==> src/rtl/bpred_tournament.sv <==
// ============================================================================
// Module   : bpred_tournament
// Brief    : Tournament branch direction predictor (local + gshare + chooser)
// Revision : 1.0 - initial release
// ============================================================================
`default_nettype none

module bpred_tournament #(
   parameter int LBITS  = 6,
   parameter int LHBITS = 6,
   parameter int GHBITS = 8,
   parameter int CBITS  = 2
) (
   input  logic              i_clk,
   input  logic              i_rst,
   output logic              o_ready,
   input  logic              i_pred_valid,
   input  logic [31:0]       i_pred_addr,
   output logic              o_pred_valid,
   output logic              o_pred_taken,
   output logic [GHBITS-1:0] o_pred_ghist,
   input  logic              i_update_en,
   input  logic [31:0]       i_update_addr,
   input  logic              i_update_taken,
   input  logic [GHBITS-1:0] i_update_ghist,
   input  logic              i_update_mispredict
);

   localparam int MAXB = (LBITS > LHBITS) ? ((LBITS > GHBITS) ? LBITS : GHBITS)
                                          : ((LHBITS > GHBITS) ? LHBITS : GHBITS);
   localparam int AMAX = (LBITS > GHBITS) ? LBITS : GHBITS;
   localparam int NL   = 1 << LBITS;
   localparam int NLP  = 1 << LHBITS;
   localparam int NG   = 1 << GHBITS;

   localparam logic [CBITS-1:0] c_ctr_one = CBITS'(1);
   localparam logic [CBITS-1:0] c_ctr_max = {CBITS{1'b1}};
   localparam logic [CBITS-1:0] c_ctr_wnt = CBITS'((1 << (CBITS - 1)) - 1);
   localparam logic [1:0]       c_cho_wl  = 2'b01;
   localparam logic [MAXB-1:0]  c_idx_one = MAXB'(1);

   typedef enum logic [0:0] {
      S_CLEAR = 1'b0,
      S_READY = 1'b1
   } state_t;

   state_t            r_state;
   logic [MAXB-1:0]   r_idx;
   logic [GHBITS-1:0] r_ghr;
   logic              r_ready;
   logic              r_pred_valid;
   logic              r_pred_taken;
   logic [GHBITS-1:0] r_pred_ghist;

   logic [LHBITS-1:0] r_lht  [NL];
   logic [1:0]        r_cho  [NL];
   logic [CBITS-1:0]  r_lpht [NLP];
   logic [CBITS-1:0]  r_gpht [NG];

   function automatic logic [CBITS-1:0] sat_ctr(input logic [CBITS-1:0] c, input logic up);
      if (up)
         return (c == c_ctr_max) ? c : c + c_ctr_one;
      else
         return (c == '0) ? c : c - c_ctr_one;
   endfunction

   // Update path: read-modify-write of every table touched by the resolved branch
   logic              w_upd;
   logic [LBITS-1:0]  w_u_lidx;
   logic [LHBITS-1:0] w_u_lh;
   logic [LHBITS-1:0] w_u_lh_new;
   logic [CBITS-1:0]  w_u_lctr;
   logic [CBITS-1:0]  w_u_lctr_new;
   logic [GHBITS-1:0] w_u_gidx;
   logic [CBITS-1:0]  w_u_gctr;
   logic [CBITS-1:0]  w_u_gctr_new;
   logic [1:0]        w_u_cho;
   logic [1:0]        w_u_cho_new;
   logic              w_u_local;
   logic              w_u_global;

   assign w_upd        = i_update_en & r_ready;
   assign w_u_lidx     = i_update_addr[LBITS+1:2];
   assign w_u_lh       = r_lht[w_u_lidx];
   assign w_u_lh_new   = {w_u_lh[LHBITS-2:0], i_update_taken};
   assign w_u_lctr     = r_lpht[w_u_lh];
   assign w_u_lctr_new = sat_ctr(w_u_lctr, i_update_taken);
   assign w_u_gidx     = i_update_ghist ^ i_update_addr[GHBITS+1:2];
   assign w_u_gctr     = r_gpht[w_u_gidx];
   assign w_u_gctr_new = sat_ctr(w_u_gctr, i_update_taken);
   assign w_u_cho      = r_cho[w_u_lidx];
   assign w_u_local    = w_u_lctr[CBITS-1];
   assign w_u_global   = w_u_gctr[CBITS-1];

   always_comb begin
      w_u_cho_new = w_u_cho;
      if (w_u_local != w_u_global) begin
         if (w_u_global == i_update_taken)
            w_u_cho_new = (w_u_cho == 2'b11) ? w_u_cho : w_u_cho + 2'b01;
         else
            w_u_cho_new = (w_u_cho == 2'b00) ? w_u_cho : w_u_cho - 2'b01;
      end
   end

   // Prediction path sees same-cycle update results through write-through forwarding
   logic [LBITS-1:0]  w_p_lidx;
   logic [LHBITS-1:0] w_p_lh;
   logic [CBITS-1:0]  w_p_lctr;
   logic [GHBITS-1:0] w_p_gidx;
   logic [CBITS-1:0]  w_p_gctr;
   logic [1:0]        w_p_cho;
   logic              w_p_taken;

   assign w_p_lidx  = i_pred_addr[LBITS+1:2];
   assign w_p_lh    = (w_upd && (w_u_lidx == w_p_lidx)) ? w_u_lh_new : r_lht[w_p_lidx];
   assign w_p_lctr  = (w_upd && (w_u_lh == w_p_lh)) ? w_u_lctr_new : r_lpht[w_p_lh];
   assign w_p_gidx  = r_ghr ^ i_pred_addr[GHBITS+1:2];
   assign w_p_gctr  = (w_upd && (w_u_gidx == w_p_gidx)) ? w_u_gctr_new : r_gpht[w_p_gidx];
   assign w_p_cho   = (w_upd && (w_u_lidx == w_p_lidx)) ? w_u_cho_new : r_cho[w_p_lidx];
   assign w_p_taken = w_p_cho[1] ? w_p_gctr[CBITS-1] : w_p_lctr[CBITS-1];

   always_ff @(posedge i_clk) begin
      if (i_rst) begin
         r_state      <= S_CLEAR;
         r_idx        <= '0;
         r_ghr        <= '0;
         r_ready      <= 1'b0;
         r_pred_valid <= 1'b0;
         r_pred_taken <= 1'b0;
         r_pred_ghist <= '0;
      end else begin
         case (r_state)
            S_CLEAR: begin
               r_pred_valid <= 1'b0;
               r_idx        <= r_idx + c_idx_one;
               if (r_idx == {MAXB{1'b1}}) begin
                  r_state <= S_READY;
                  r_ready <= 1'b1;
               end
            end
            S_READY: begin
               r_pred_valid <= i_pred_valid;
               if (i_pred_valid) begin
                  r_pred_taken <= w_p_taken;
                  r_pred_ghist <= r_ghr;
               end
               // A repair overrides the speculative shift of a same-cycle prediction
               if (w_upd && i_update_mispredict)
                  r_ghr <= {i_update_ghist[GHBITS-2:0], i_update_taken};
               else if (i_pred_valid)
                  r_ghr <= {r_ghr[GHBITS-2:0], w_p_taken};
            end
            default: begin
               r_state <= S_CLEAR;
               r_idx   <= '0;
               r_ready <= 1'b0;
            end
         endcase
      end
   end

   always_ff @(posedge i_clk) begin
      if (!i_rst && (r_state == S_CLEAR)) begin
         if (int'(r_idx) < NL) begin
            r_lht[r_idx[LBITS-1:0]] <= '0;
            r_cho[r_idx[LBITS-1:0]] <= c_cho_wl;
         end
         if (int'(r_idx) < NLP)
            r_lpht[r_idx[LHBITS-1:0]] <= c_ctr_wnt;
         if (int'(r_idx) < NG)
            r_gpht[r_idx[GHBITS-1:0]] <= c_ctr_wnt;
      end else if (!i_rst && w_upd) begin
         r_lht[w_u_lidx]  <= w_u_lh_new;
         r_cho[w_u_lidx]  <= w_u_cho_new;
         r_lpht[w_u_lh]   <= w_u_lctr_new;
         r_gpht[w_u_gidx] <= w_u_gctr_new;
      end
   end

   logic w_unused_addr_bits;
   assign w_unused_addr_bits = ^{i_pred_addr[1:0], i_pred_addr[31:AMAX+2],
                                 i_update_addr[1:0], i_update_addr[31:AMAX+2]};

   assign o_ready      = r_ready;
   assign o_pred_valid = r_pred_valid;
   assign o_pred_taken = r_pred_taken;
   assign o_pred_ghist = r_pred_ghist;

endmodule

`default_nettype wire
==> config.mk <==
export PLATFORM = sky130hd
export DESIGN_NAME = bpred_tournament
export DESIGN_NICKNAME = d
export VERILOG_FILES = /design/src/rtl/bpred_tournament.sv
export SDC_FILE = /design/constraint.sdc
export NUM_CORES = 2
export LEC_CHECK = 0
export CORE_AREA = 4 4 408 310
export DETAILED_ROUTE_END_ITERATION = 8
export DIE_AREA = 0 0 412 314
export HOLD_SLACK_MARGIN = 0.06
export SYNTH_ARGS = -nofsm -noshare
export SYNTH_HDL_FRONTEND = slang
export SYNTH_SLANG_ARGS = --single-unit
==> constraint.sdc <==
create_clock -name i_clk -period 21.4 [get_ports i_clk]
set_input_delay 3.21 -clock i_clk [delete_from_list [all_inputs] [get_ports i_clk]]
set_output_delay 3.21 -clock i_clk [all_outputs]
set_load 0.01 [all_outputs]
==> impl_results.html <==
<table>
<tr><th>Metric</th><th>Value</th></tr>
<tr><th colspan="2">Status</th></tr>
<tr><td>Status</td><td>complete, but fails checks</td></tr>
<tr><td>Failing checks</td><td>capacitance limit, slew limit</td></tr>
<tr><th colspan="2">STA</th></tr>
<tr><td>Number of max-slew violations in the final report</td><td>9</td></tr>
<tr><td>Final Critical Period</td><td>around 10000 ps</td></tr>
<tr><td>Slew @ Worst Pin</td><td>1520 ps</td></tr>
<tr><td>Clk_skew</td><td>63.1 ps</td></tr>
<tr><td>Count of final hold-check violations</td><td>0</td></tr>
<tr><td>Final period util</td><td>0.466</td></tr>
<tr><td>Max_slew headroom</td><td>-0.0197</td></tr>
<tr><td>Number of failing setup endpoints in the final timing report</td><td>0</td></tr>
<tr><td>Achievable frequency</td><td>approximately 0.10 GHz</td></tr>
<tr><td>Total negative slack</td><td>0 ps</td></tr>
<tr><td>RSZ-0062 raised after global routing</td><td>no</td></tr>
<tr><td>Post-route setup slack</td><td>11,430 ps</td></tr>
<tr><th colspan="2">Synth</th></tr>
<tr><td>Compound-gate portion of the synthesized area</td><td>0.0293</td></tr>
<tr><td>Post-synthesis share of cell area spent on and, or, nand and nor gates</td><td>0.0725</td></tr>
<tr><td>Post-synthesis sequential element count</td><td>roughly 1,200</td></tr>
<tr><td>Number of distinct library cells after synthesis</td><td>between 70 and 80</td></tr>
<tr><td>Fraction of synthesized cell area in xor and xnor cells</td><td>0.00783</td></tr>
<tr><td>Main combinational cell family by area after synthesis</td><td>multiplexers</td></tr>
<tr><td>Total number of yosys warnings</td><td>0</td></tr>
<tr><td>Mean instance size in the synthesized netlist</td><td>16.8 um^2</td></tr>
<tr><td>Post-synth EDFFs</td><td>around 1,200</td></tr>
<tr><td>Dominant register cell in the synthesized netlist</td><td>edfxtp_1</td></tr>
<tr><td>Proportion of synthesized area in mux cells</td><td>0.228</td></tr>
<tr><td>Fraction of registers with async set or reset after synthesis</td><td>0</td></tr>
<tr><td>Post-synthesis adder-cell area fraction</td><td>0.000594</td></tr>
<tr><td>Sequential area share after synthesis</td><td>0.641</td></tr>
<tr><td>Syn nets</td><td>roughly 3,300</td></tr>
<tr><td>Netlist Area Pre-Place</td><td>0.0548 mm^2</td></tr>
<tr><td>Gate count of the mapped netlist</td><td>about 3,300</td></tr>
<tr><th colspan="2">Power</th></tr>
<tr><td>Cell-internal power</td><td>3800 uW</td></tr>
<tr><td>Relative contribution of the clock network to total power</td><td>0.418</td></tr>
<tr><td>Total design power</td><td>around 4900 uW</td></tr>
<tr><td>Sequential fraction of design power</td><td>0.507</td></tr>
<tr><td>Switch Pwr</td><td>1140 uW</td></tr>
<tr><td>Combinational power share</td><td>0.075</td></tr>
<tr><td>Highest ir drop seen on vdd</td><td>about 0.00007 V</td></tr>
<tr><td>Pwr per Cell Area</td><td>slightly above 80 mW/mm^2</td></tr>
<tr><td>Switching Fraction</td><td>0.231</td></tr>
<tr><td>Leakage dissipation</td><td>~0.019 uW</td></tr>
<tr><th colspan="2">Die</th></tr>
<tr><td>Number of rows created at floorplan</td><td>about 110</td></tr>
<tr><td>Full die area</td><td>between 0.1 and 0.15 mm^2</td></tr>
<tr><td>Initial Util</td><td>0.450</td></tr>
<tr><td>IO Count</td><td>slightly below 90</td></tr>
<tr><td>Die span in x</td><td>about 410 um</td></tr>
<tr><td>Core region area</td><td>between 0.1 and 0.15 mm^2</td></tr>
<tr><td>Die outline height</td><td>between 300 and 400 um</td></tr>
<tr><th colspan="2">Min path</th></tr>
<tr><td>Worst min-delay path category</td><td>flip-flop to flip-flop</td></tr>
<tr><th colspan="2">Detailed routing</th></tr>
<tr><td>Routed length per placed instance</td><td>between 30 and 40 um</td></tr>
<tr><td>Drt drc</td><td>0</td></tr>
<tr><td>Vias after detailed routing</td><td>about 33,000</td></tr>
<tr><td>Vias per Instance</td><td>between 6 and 7</td></tr>
<tr><td>First DRT Iteration DRCs</td><td>5,161</td></tr>
<tr><td>Number of nets still failing antenna checks after routing</td><td>0</td></tr>
<tr><td>Post-detailed-routing wire length</td><td>between 150,000 and 200,000 um</td></tr>
<tr><td>First-pass DRT Iterations</td><td>8</td></tr>
<tr><th colspan="2">Critical path</th></tr>
<tr><td>Setup CP Type</td><td>input pin to flip-flop</td></tr>
<tr><td>WP data arrival</td><td>slightly above 10,000 ps</td></tr>
<tr><td>Worst-path cell chain</td><td>clkdlybuf4s50_1, xor2_4, buf_4, buf_12, mux4_2, mux4_2, mux4_2, mux4_2, maj3_1, nand2_4, buf_4</td></tr>
<tr><td>Worst Setup Start Kind</td><td>input pin</td></tr>
<tr><td>Worst endpoint required time</td><td>about 22,000 ps</td></tr>
<tr><td>Max incr delay on CP</td><td>1100 ps</td></tr>
<tr><td>Slowest CP cell</td><td>buf_4</td></tr>
<tr><td>Crit-path max FO</td><td>~140</td></tr>
<tr><td>Most frequent cell on the critical path</td><td>mux4_2</td></tr>
<tr><td>Kind of end point of the critical path</td><td>flip-flop</td></tr>
<tr><th colspan="2">Global routing</th></tr>
<tr><td>Remaining global-route overflow</td><td>0</td></tr>
<tr><td>Vias in the first global route</td><td>~32,000</td></tr>
<tr><td>Number of antenna violations at the first check in global routing</td><td>6</td></tr>
<tr><td>GRT Resource Usage Total</td><td>0.246</td></tr>
<tr><td>Global-route wire length before repair</td><td>between 200,000 and 250,000 um</td></tr>
<tr><td>Maximum number of pins on one net before global-route repair</td><td>approximately 140</td></tr>
<tr><th colspan="2">Clocking</th></tr>
<tr><td>CTS root buffer</td><td>clkbuf_16</td></tr>
<tr><td>Clock slew at the register clock pins of the worst setup and hold paths</td><td>around 60 ps</td></tr>
<tr><td>Total clock buffers created by CTS</td><td>approximately 120</td></tr>
<tr><td>CTS Sinks</td><td>between 1,000 and 1,500</td></tr>
<tr><td># resized after CTS</td><td>0</td></tr>
<tr><td>Setup Buffers After CTS</td><td>0</td></tr>
<tr><td>Clock latency of the later-clocked register in the worst-skew pair</td><td>roughly 760 ps</td></tr>
<tr><td>Worst-case clock buffer depth</td><td>3</td></tr>
<tr><td>H-tree levels</td><td>3</td></tr>
<tr><td>CTS tree</td><td>built</td></tr>
<tr><td>Post-cts hold buffer count</td><td>0</td></tr>
<tr><th colspan="2">Placed design</th></tr>
<tr><td>Count of buffers from port buffering</td><td>40</td></tr>
<tr><td>Half-perimeter wire length after detailed placement</td><td>~100,000 um</td></tr>
<tr><td>DP Worst Slack</td><td>between 10,000 and 15,000 ps</td></tr>
<tr><td>Routability Congestion</td><td>approximately 0.92</td></tr>
<tr><td>Total placed instance area</td><td>between 0.05 and 0.06 mm^2</td></tr>
<tr><th colspan="2">Cells and area</th></tr>
<tr><td>Final design area excluding fillers</td><td>between 0.06 and 0.07 mm^2</td></tr>
<tr><td>Number of nets in the layout</td><td>~3,300</td></tr>
<tr><td>Relative area change from synthesis to final layout</td><td>11.2%</td></tr>
<tr><td>Final core utilization</td><td>0.500</td></tr>
<tr><td>Fraction of layout instances using a drive strength above 1</td><td>0.242</td></tr>
<tr><td>Filler cell count in the final layout</td><td>around 9,900</td></tr>
<tr><th colspan="2">Run</th></tr>
<tr><td>Reported max-cap violation count</td><td>1</td></tr>
</table>
## power groups by stage
stage               sequential, uW  clock (uW)  combinational [uW]
global route                  2500        2190                 384
CTS                           2500        2090                 364
finish                        2500        2070                 368
detailed placement            2550           0                 364
global placement              2550           0                 361
floorplan                     2550           0                 242
## cell type report
class                           instances  area (um^2)  share of cell area
Antenna cell                            4         10.0            0.000164
Tap cell                             1638         2050              0.0336
Sequential cell                      1180        35200               0.577
Multi-Input combinational cell       1837        18800               0.308
Clock buffer                          140         3050              0.0501
Timing Repair Buffer                  120         1030              0.0169
Inverter                               15         57.6            0.000945
Clock inverter                         77          788              0.0129
## layer usage
layer  GRT usage  vias up  wire (um)
met5           0        -         18
met2       0.357     2013      70200
li1            -    13200          -
met3      0.0740      299      19200
met1       0.363    17100      65500
met4      0.0696        2       4770
## final timing paths
path,from,cells after the start,to,slack [ps]
worst max-delay path,i_update_ghist[0],11,r_gpht[39][0],11430
worst min-delay path,o_pred_ghist[1],2,o_pred_ghist[1],460
worst max register to register,r_lht[19][1],15,r_cho[2][0],15020
worst min register to register,o_pred_ghist[1],2,o_pred_ghist[1],460
## state kept, by name, summed over array words and instances (netlist names)
signal / flops
o_pred_taken: 1
o_ready: 1
r_idx: 8
o_pred_ghist: 8
r_state: 1
r_lpht: 128
r_ghr: 8
o_pred_valid: 1
r_lht: 384
r_cho: 128
r_gpht: 512
## through the flow
step / cells / hold slack (ps)
floorplan: 3254 / 457
global placement: 4788 / 445
detailed placement: 4788 / 450
CTS: 5005 / 459
global route: 5010 / 472
finish: 5011 / 457
## kinds of logic (layout without fill, tap and decap cells)
kind of cell / count (synthesis) / after routing
buffers and inverters: 237 / 352
other: 0 / 4
AND/OR/NAND/NOR: 929 / 929
XOR/XNOR: 49 / 49
flip-flops: 1180 / 1180
multiplexers: 627 / 627
adder cells (fa/ha/maj): 3 / 3
AO/OA/AOI/OAI: 229 / 229
## synth_stat cells (all sizes together) (13+ instances only)
| cell type | n | share of area |
|---|---|---|
| edfxtp | 1152 | 0.63 |
| o21ai | 32 | 0.0029 |
| xnor2 | 26 | 0.0042 |
| nand3 | 94 | 0.0086 |
| a32oi | 15 | 0.0024 |
| nand2b | 15 | 0.0017 |
| buf | 104 | 0.011 |
| a21oi | 46 | 0.0043 |
| mux2i | 111 | 0.020 |
| nor2 | 455 | 0.032 |
| nand2 | 258 | 0.018 |
| clkbuf | 118 | 0.0081 |
| nand4 | 15 | 0.0017 |
| dfxtp | 28 | 0.010 |
| a31oi | 17 | 0.0019 |
| nor3 | 13 | 0.0012 |
| mux2 | 21 | 0.0043 |
| a22oi | 25 | 0.0034 |
| mux4 | 495 | 0.20 |
| xor2 | 23 | 0.0037 |
## layout by cell type (no fill, tap or decap), types with 8 or more instances in the layout
cell	synthesis	routed
nand2b_1	15	15
edfxtp_1	1152	1152
a311oi_1	8	8
clkbuf_1	118	18
a32oi_1	15	15
and3_1	12	12
o22ai_1	10	10
a31oi_1	17	17
a21oi_1	45	44
clkbuf_8	0	8
nor2_1	452	449
nor4_1	8	8
clkinv_1	2	33
a22oi_1	25	24
nor3_1	13	13
nor2b_1	10	10
clkinv_2	1	18
clkinvlp_4	0	8
clkdlybuf4s50_1	0	33
mux2_2	18	18
bufinv_16	0	12
clkbuf_16	0	116
o21ai_0	24	23
dfxtp_1	28	28
mux2i_1	111	111
nand3_1	94	94
nand4_1	15	15
mux4_2	495	495
o31ai_1	12	11
xor2_1	23	16
and2_1	12	10
nand3b_1	8	8
buf_4	17	80
nand2_1	257	253
xnor2_1	26	23
## critical path, delay by kind of cell
family / cells / cell delay, ps
buffers and inverters: 4 / 3140
muxes: 4 / 2270
and+or+nand+nor: 1 / 810
adders and majority gates: 1 / 400
xor gates and xnor gates: 1 / 160
Note: power is estimated with default switching activity, not from simulation.
